File: config.mk
export PLATFORM = sky130hd
export DESIGN_NAME = bram_cloud_loader
export DESIGN_NICKNAME = d
export VERILOG_FILES = /design/src/rtl/bram_cloud_loader.sv
export SDC_FILE = /design/constraint.sdc
export NUM_CORES = 2
export LEC_CHECK = 0
export CAP_MARGIN = 10
export CORE_AREA = 2 2 390 392
export CTS_BUF_LIST = sky130_fd_sc_hd__clkbuf_4 sky130_fd_sc_hd__clkbuf_8
export DETAILED_ROUTE_END_ITERATION = 16
export DIE_AREA = 0 0 392 394
export PLACE_DENSITY = 0.47
export SLEW_MARGIN = 5
export SYNTH_ARGS = -nofsm -noshare
export SYNTH_HDL_FRONTEND = slang
export SYNTH_SLANG_ARGS = --single-unit
File: constraint.sdc
create_clock -name clock -period 2.45 [get_ports clock]
set_input_delay 0.245 -clock clock [delete_from_list [all_inputs] [get_ports clock]]
set_output_delay 0.245 -clock clock [all_outputs]
set_load 0.01 [all_outputs]
File: src/rtl/bram_cloud_loader.sv
// Producer side of the x/y/z point-cloud BRAM protocol: packs streamed points
// eight to a word, writes the frame header, launches the filter and waits for its mark.
module bram_cloud_loader #(
  parameter int          N          = 16,
  parameter int          LANES      = 8,
  parameter int          MAX_POINTS = 4096,
  parameter logic [15:0] DONE_MARK  = 16'h0fff
) (
  input  logic                 clock,
  input  logic                 reset,
  input  logic                 start,
  input  logic                 in_valid,
  output logic                 in_ready,
  input  logic [N-1:0]         in_x,
  input  logic [N-1:0]         in_y,
  input  logic [N-1:0]         in_z,
  input  logic                 in_last,
  output logic [31:0]          addr_x,
  output logic [31:0]          addr_y,
  output logic [31:0]          addr_z,
  output logic [N*LANES-1:0]   write_in_x,
  output logic [N*LANES-1:0]   write_in_y,
  output logic [N*LANES-1:0]   write_in_z,
  input  logic [N*LANES-1:0]   read_out_x,
  input  logic [N*LANES-1:0]   read_out_y,
  input  logic [N*LANES-1:0]   read_out_z,
  output logic                 en_x,
  output logic                 en_y,
  output logic                 en_z,
  output logic                 rst_x,
  output logic                 rst_y,
  output logic                 rst_z,
  output logic [N*LANES/8-1:0] we_x,
  output logic [N*LANES/8-1:0] we_y,
  output logic [N*LANES/8-1:0] we_z,
  output logic                 busy,
  output logic                 done,
  output logic                 overflow,
  output logic [31:0]          point_count,
  output logic [2:0]           state
);

  localparam int W  = N * LANES;
  localparam int BE = W / 8;
  localparam int LW = $clog2(LANES);
  localparam logic [LW-1:0] LANE_MAX = LW'(LANES - 1);
  localparam logic [BE-1:0] WE_ALL   = '1;
  localparam logic [BE-1:0] WE_LO32  = BE'(4'hf);

  typedef enum logic [2:0] {
    S_IDLE    = 3'd0,
    S_LOAD    = 3'd1,
    S_HDR     = 3'd2,
    S_GO      = 3'd3,
    S_WAIT    = 3'd4,
    S_RELEASE = 3'd5
  } state_e;

  state_e        state_q, state_d;
  logic [LW-1:0] lane_q;
  logic [31:0]   count_q;
  logic [31:0]   word_ptr_q;
  logic [31:0]   wr_addr_q;
  logic [W-1:0]  stage_x_q, stage_y_q, stage_z_q;
  logic [W-1:0]  wr_x_q, wr_y_q, wr_z_q;
  logic          wr_pend_q;
  logic          last_q;
  logic          busy_q;
  logic          done_q;
  logic          overflow_q;
  logic          poll_q;

  logic          accept, store, flush;
  logic [W-1:0]  merged_x, merged_y, merged_z;
  logic [W-1:0]  flush_x, flush_y, flush_z;
  logic          unused_rd;

  assign unused_rd = ^{read_out_x, read_out_y, read_out_z[W-1:16]};

  assign accept = (state_q == S_LOAD) && in_valid && !last_q;
  assign store  = accept && (count_q < 32'(MAX_POINTS));
  // A dropped in_last still has to push out whatever partial word is staged.
  assign flush  = accept && ((store && ((lane_q == LANE_MAX) || in_last)) ||
                             (!store && in_last && (lane_q != '0)));

  always_comb begin
    merged_x = stage_x_q;
    merged_y = stage_y_q;
    merged_z = stage_z_q;
    merged_x[int'(lane_q) * N +: N] = in_x;
    merged_y[int'(lane_q) * N +: N] = in_y;
    merged_z[int'(lane_q) * N +: N] = in_z;
    flush_x = store ? merged_x : stage_x_q;
    flush_y = store ? merged_y : stage_y_q;
    flush_z = store ? merged_z : stage_z_q;
  end

  always_ff @(posedge clock) begin
    if (reset) state_q <= S_IDLE;
    else       state_q <= state_d;
  end

  always_comb begin
    state_d = state_q;
    case (state_q)
      S_IDLE:    if (start) state_d = S_LOAD;
      S_LOAD:    if (last_q) state_d = S_HDR;
      S_HDR:     state_d = S_GO;
      S_GO:      state_d = S_WAIT;
      S_WAIT:    if (poll_q && (read_out_z[15:0] == DONE_MARK)) state_d = S_RELEASE;
      S_RELEASE: state_d = S_IDLE;
      default:   state_d = S_IDLE;
    endcase
  end

  always_ff @(posedge clock) begin
    if (reset) begin
      lane_q     <= '0;
      count_q    <= '0;
      word_ptr_q <= 32'd1;
      wr_addr_q  <= '0;
      stage_x_q  <= '0;
      stage_y_q  <= '0;
      stage_z_q  <= '0;
      wr_x_q     <= '0;
      wr_y_q     <= '0;
      wr_z_q     <= '0;
      wr_pend_q  <= 1'b0;
      last_q     <= 1'b0;
      busy_q     <= 1'b0;
      done_q     <= 1'b0;
      overflow_q <= 1'b0;
      poll_q     <= 1'b0;
    end else begin
      wr_pend_q <= 1'b0;
      done_q    <= (state_q == S_RELEASE);
      // Read data is only meaningful if the previous cycle issued a poll.
      poll_q    <= (state_q == S_WAIT);
      case (state_q)
        S_IDLE: if (start) begin
          count_q    <= '0;
          lane_q     <= '0;
          overflow_q <= 1'b0;
          busy_q     <= 1'b1;
          last_q     <= 1'b0;
          word_ptr_q <= 32'd1;
          stage_x_q  <= '0;
          stage_y_q  <= '0;
          stage_z_q  <= '0;
        end
        S_LOAD: if (accept) begin
          if (in_last) last_q <= 1'b1;
          if (store) count_q <= count_q + 32'd1;
          else       overflow_q <= 1'b1;
          if (flush) begin
            wr_x_q     <= flush_x;
            wr_y_q     <= flush_y;
            wr_z_q     <= flush_z;
            wr_addr_q  <= word_ptr_q;
            wr_pend_q  <= 1'b1;
            word_ptr_q <= word_ptr_q + 32'd1;
            stage_x_q  <= '0;
            stage_y_q  <= '0;
            stage_z_q  <= '0;
            lane_q     <= '0;
          end else if (store) begin
            stage_x_q <= merged_x;
            stage_y_q <= merged_y;
            stage_z_q <= merged_z;
            lane_q    <= lane_q + 1'b1;
          end
        end
        S_RELEASE: busy_q <= 1'b0;
        default: ;
      endcase
    end
  end

  always_comb begin
    in_ready   = (state_q == S_LOAD) && !last_q;
    en_x       = 1'b0;
    en_y       = 1'b0;
    en_z       = 1'b0;
    we_x       = '0;
    we_y       = '0;
    we_z       = '0;
    addr_x     = '0;
    addr_y     = '0;
    addr_z     = '0;
    write_in_x = '0;
    write_in_y = '0;
    write_in_z = '0;
    case (state_q)
      S_LOAD: if (wr_pend_q) begin
        en_x = 1'b1; en_y = 1'b1; en_z = 1'b1;
        we_x = WE_ALL; we_y = WE_ALL; we_z = WE_ALL;
        addr_x = wr_addr_q; addr_y = wr_addr_q; addr_z = wr_addr_q;
        write_in_x = wr_x_q; write_in_y = wr_y_q; write_in_z = wr_z_q;
      end
      S_HDR: begin
        en_x       = 1'b1;
        we_x       = WE_LO32;
        write_in_x = {{(W-32){1'b0}}, count_q};
        en_z       = 1'b1;
        we_z       = WE_LO32;
      end
      S_GO: begin
        en_y       = 1'b1;
        we_y       = WE_LO32;
        write_in_y = W'(1);
      end
      S_WAIT:    en_z = 1'b1;
      S_RELEASE: begin
        en_y = 1'b1;
        we_y = WE_LO32;
      end
      default: ;
    endcase
  end

  assign rst_x       = 1'b0;
  assign rst_y       = 1'b0;
  assign rst_z       = 1'b0;
  assign busy        = busy_q;
  assign done        = done_q;
  assign overflow    = overflow_q;
  assign point_count = count_q;
  assign state       = state_q;

endmodule
==> flow_results.org <==
** STA
- Slew of the pin with the lowest slew margin :: 0.870 ns
- The final number of max-transition violations came to 0.
- Final Skew :: a little over 0.06 ns
- Period utilization :: 1.19
- Peak Freq :: 343 MHz
- In this run the tightest slew margin relative to its limit is 0.419.
- Final critical-path setup slack :: -0.465 ns
- Crit path time final :: around 2.9 ns
- Setup repair after global routing could not meet its margin everywhere.
- The final hold violation count was 0.
- Setup TNS after final layout :: -293.49 ns
- Final setup vio count :: 1359

** Global routing
- For this run the aggregate overflow at the end of global routing stands at 0.
- Number of global-route vias before repair :: 34500
- The first global-routing pass estimated between 200 and 300 mm of wire.
- Pin count of the biggest net entering global routing :: around 120
- The number of antenna violations at the first check in global routing came to 6.
- For this run, the total global-route usage over all layers was measured as 0.227.

** Floorplanning
- Placement row count :: ~140
- Die Ht :: slightly below 400 µm
- The initial utilization of the core area, before any placement, comes to 0.247.
- During I/O placement, the number of pins put on the boundary was 1010.
- The floorplan step defined a die boundary enclosing 154000 µm².
- Area of the core region :: about 150000 µm²
- Chip width :: around 390 µm

** Placement
- After legalization and detailed placement, the total HPWL measured 122 mm.
- Post-detailed-placement cell area :: between 40000 and 50000 µm²
- Port buffer count :: approximately 640
- Routability-driven placement finished with a final weighted congestion of just under 0.9.

** Synth
- The Yosys step of the flow raised 0 warnings.
- Area of the mapped netlist :: ~37000 µm²
- Post-synthesis cell type count :: 59
- Share of flip-flops with an asynchronous set or reset after synthesis :: 0
- Synthesis inferred a little under 900 register bits.
- The share of synthesized area in the top cell type comes to 0.472.
- After synthesis, the cell types taking the most area are sky130_fd_sc_hd__dfxtp_1, sky130_fd_sc_hd__a22o_1, sky130_fd_sc_hd__and2_1.
- Number of synthesized flops with an enable pin :: 0
- Sequential area share after synthesis :: 0.472
- Cell taking the most area after synthesis :: sky130_fd_sc_hd__dfxtp_1
- Averaged over all synthesized cells, the footprint is between 8 and 9 µm².
- Synth Instances :: 4168
- Primary flip-flop cell chosen by synthesis mapping :: sky130_fd_sc_hd__dfxtp_1

** Drt
- WL met1 :: 84.9 mm
- Remaining DRCs :: 0
- Amount of wire on met2 after detailed routing :: about 79 mm
- Antenna-violating nets left :: 0
- After the first detailed-routing iteration, the DRC count stood at around 2800.
- Post-Route WL :: between 150 and 200 mm
- In the final routed layout, each cell accounts on average for between 20 and 30 µm.
- Routed length on met3 :: about 13 mm
- Detail-routed via count per cell :: ~5.0
- Vias post-DR :: approximately 36000
- In this run the top signal layer used is met4.
- Before antenna repair, the detailed router went through 6 iterations.

** Critical path
- The worst setup path is launched from a flip-flop.
- Launch point of the worst reg-to-reg path :: state[2]
- Setup crit end :: write_in_z[74]
- The critical path is of the reg -> out type.
- Worst-case reg-to-reg path depth :: 8
- Critical-path maximum fanout :: 8
- In this run the critical register-to-register path is captured at wr_z_q[41].
- Data on the critical path is required at its endpoint by between 2 and 2.5 ns.
- In this run the worst setup path begins at state[2].
- For the worst setup path, the data arrival time is about 2.7 ns.
- In this run the register-to-register setup slack is -0.30 ns.
- Element type at the critical path end :: primary output

** Layout
- After filler insertion, the fill cell instance count of the layout stands at around 15000.
- The top cell types in the final layout, fill and taps aside, are sky130_fd_sc_hd__dfxtp_1, sky130_fd_sc_hd__nand2_1, sky130_fd_sc_hd__nor2_1, sky130_fd_sc_hd__buf_4, sky130_fd_sc_hd__a22o_1.
- Total non-filler cell area in the finished layout :: 54300 µm²
- For this run, the post-layout net count is about 5400.
- In the final layout, the share of cells above drive strength 1 is 0.303.
- From synthesis to final layout, the design area changed by 45.9%.
- Leaving out fill and tap cells, the most frequent cell in the layout is sky130_fd_sc_hd__dfxtp_1.

** Clock network
- Counting along the longest clock path gives a buffer depth of 3.
- TritonCTS built the clock tree.
- Clock-pin slew was measured on the worst setup and hold paths at approximately 0.06 ns.
- CTS H-Tree Depth :: 4
- Buffers inserted during clock tree synthesis total 161.
- Root cell of the clock tree :: sky130_fd_sc_hd__clkbuf_8
- Sink Count :: 876
- Source-to-sink clock delay at the later pin of the worst-skew pair :: between 0.9 and 1 ns

** Flow run
- The tool flagged a number of max-cap violations equal to 0.

** Status
- The final reports fail on setup timing.
- The flow ran to the end, but the final reports show violations.

** Pwr
- For this design the static power due to leakage is between 20 and 25 nW.
- Worst vdd rail ir drop :: slightly below 0.4 mV
- Total power per unit cell area :: 614 nW/µm²

** Min path
- The tightest min-delay check is of the in -> reg type.
[layer usage]
metal / GRT usage / vias to the layer above
met5: 0 / -
met4: 0.0571 / 0
met3: 0.0522 / 186
met2: 0.345 / 1328
met1: 0.321 / 17700
li1: - / 16400
[worst max-delay path: stages (launching register included)]
cell	delay, ns
sky130_fd_sc_hd__dfxtp_2	0.33
sky130_fd_sc_hd__buf_12	0.12
sky130_fd_sc_hd__nor2_4	0.09
sky130_fd_sc_hd__and3_4	0.22
sky130_fd_sc_hd__buf_6	0.12
sky130_fd_sc_hd__buf_12	0.16
sky130_fd_sc_hd__buf_12	0.13
sky130_fd_sc_hd__buf_16	0.12
sky130_fd_sc_hd__buf_12	0.11
sky130_fd_sc_hd__buf_12	0.09
sky130_fd_sc_hd__and2_4	0.14
sky130_fd_sc_hd__buf_6	0.09
[where the power goes]
part           switching (W)  internal [W]
combinational        0.00178       0.00100
sequential          0.000251        0.0146
clock                0.00684       0.00886
total                0.00887        0.0244
[synth_stat cells (all sizes together) (46+ instances only)]
master and number:
a22o 331, o2bb2ai 85, a21oi 161, a211oi 186, buf 238, nand2 485
dfxtp 876, and2 432, a311oi 141, nor2 402, nand3 46, a221oi 54
clkbuf 300, nor3 84, mux2i 84
[cell families after synthesis]
group           Yosys count  share of synthesized area
buf+inv                 549                     0.0709
simple gates           1589                      0.210
compound gates         1062                      0.223
flops                   876                      0.472
other cells               1                   0.000101
xor+xnor                  1                   0.000236
mux                      84                     0.0226
fa+ha+maj                 6                    0.00202
[stage by stage]
stage / total power [W] / instances / hold WS (ns) / worst slack [ns] / utilization
after detailed placement: 0.0178 / 6684 / 0.443 / -0.403 / 0.322
after global placement: 0.0178 / 6684 / 0.444 / -0.390 / 0.322
after floorplan: 0.0163 / 4170 / 0.386 / -0.0452 / -
after CTS: 0.0336 / 7074 / 0.00747 / -0.735 / 0.358
final: 0.0333 / 7107 / 0.0869 / -0.465 / 0.360
after global routing: 0.0345 / 7105 / 0.0655 / -0.545 / 0.360
[state kept, by name, indices dropped and copies added, names as in the netlist]
name / cells
overflow: 1
stage_y_q: 128
stage_x_q: 128
state: 3
lane_q: 3
stage_z_q: 128
wr_addr_q: 32
word_ptr_q: 32
point_count: 32
wr_z_q: 128
last_q: 1
wr_pend_q: 1
done: 1
wr_x_q: 128
poll_q: 1
busy: 1
wr_y_q: 128
[worst min-delay path by stage]
stage	slack (ns)	start	end	cells past startpoint
after detailed placement	0.44	wr_addr_q[27]	wr_addr_q[27]	2
final	0.09	in_x[14]	stage_x_q[126]	3
after global routing	0.07	start	state[0]	4
after floorplan	0.39	in_last	last_q	2
after global placement	0.44	stage_y_q[80]	stage_y_q[80]	1
after CTS	0.007	start	state[0]	4
[repair_timing]
| item | 4_1_cts | 5_1_grt |
|---|---|---|
| hold buffers | 1 | 0 |
| pin swaps | 60 | 39 |
| endpoints found under the setup margin | 1359 | 1377 |
| endpoints found under the hold margin | 95 | 0 |
| cloned | 28 | 5 |
| buffers inserted | 77 | 39 |
| resized for setup | 1472 | 657 |
[cell type report]
class / instances / area [µm²] / share of cell area
Clock buffer: 257 / 3180 / 0.0586
Inverter: 11 / 53.8 / 0.000991
Timing Repair Buffer: 1156 / 12400 / 0.229
Sequential cell: 876 / 17500 / 0.323
Clock inverter: 28 / 413 / 0.00761
Multi-Input combinational cell: 2745 / 18100 / 0.334
Antenna cell: 4 / 10.0 / 0.000184
Tap cell: 2030 / 2540 / 0.0468
(Power assumes the default switching activity.)
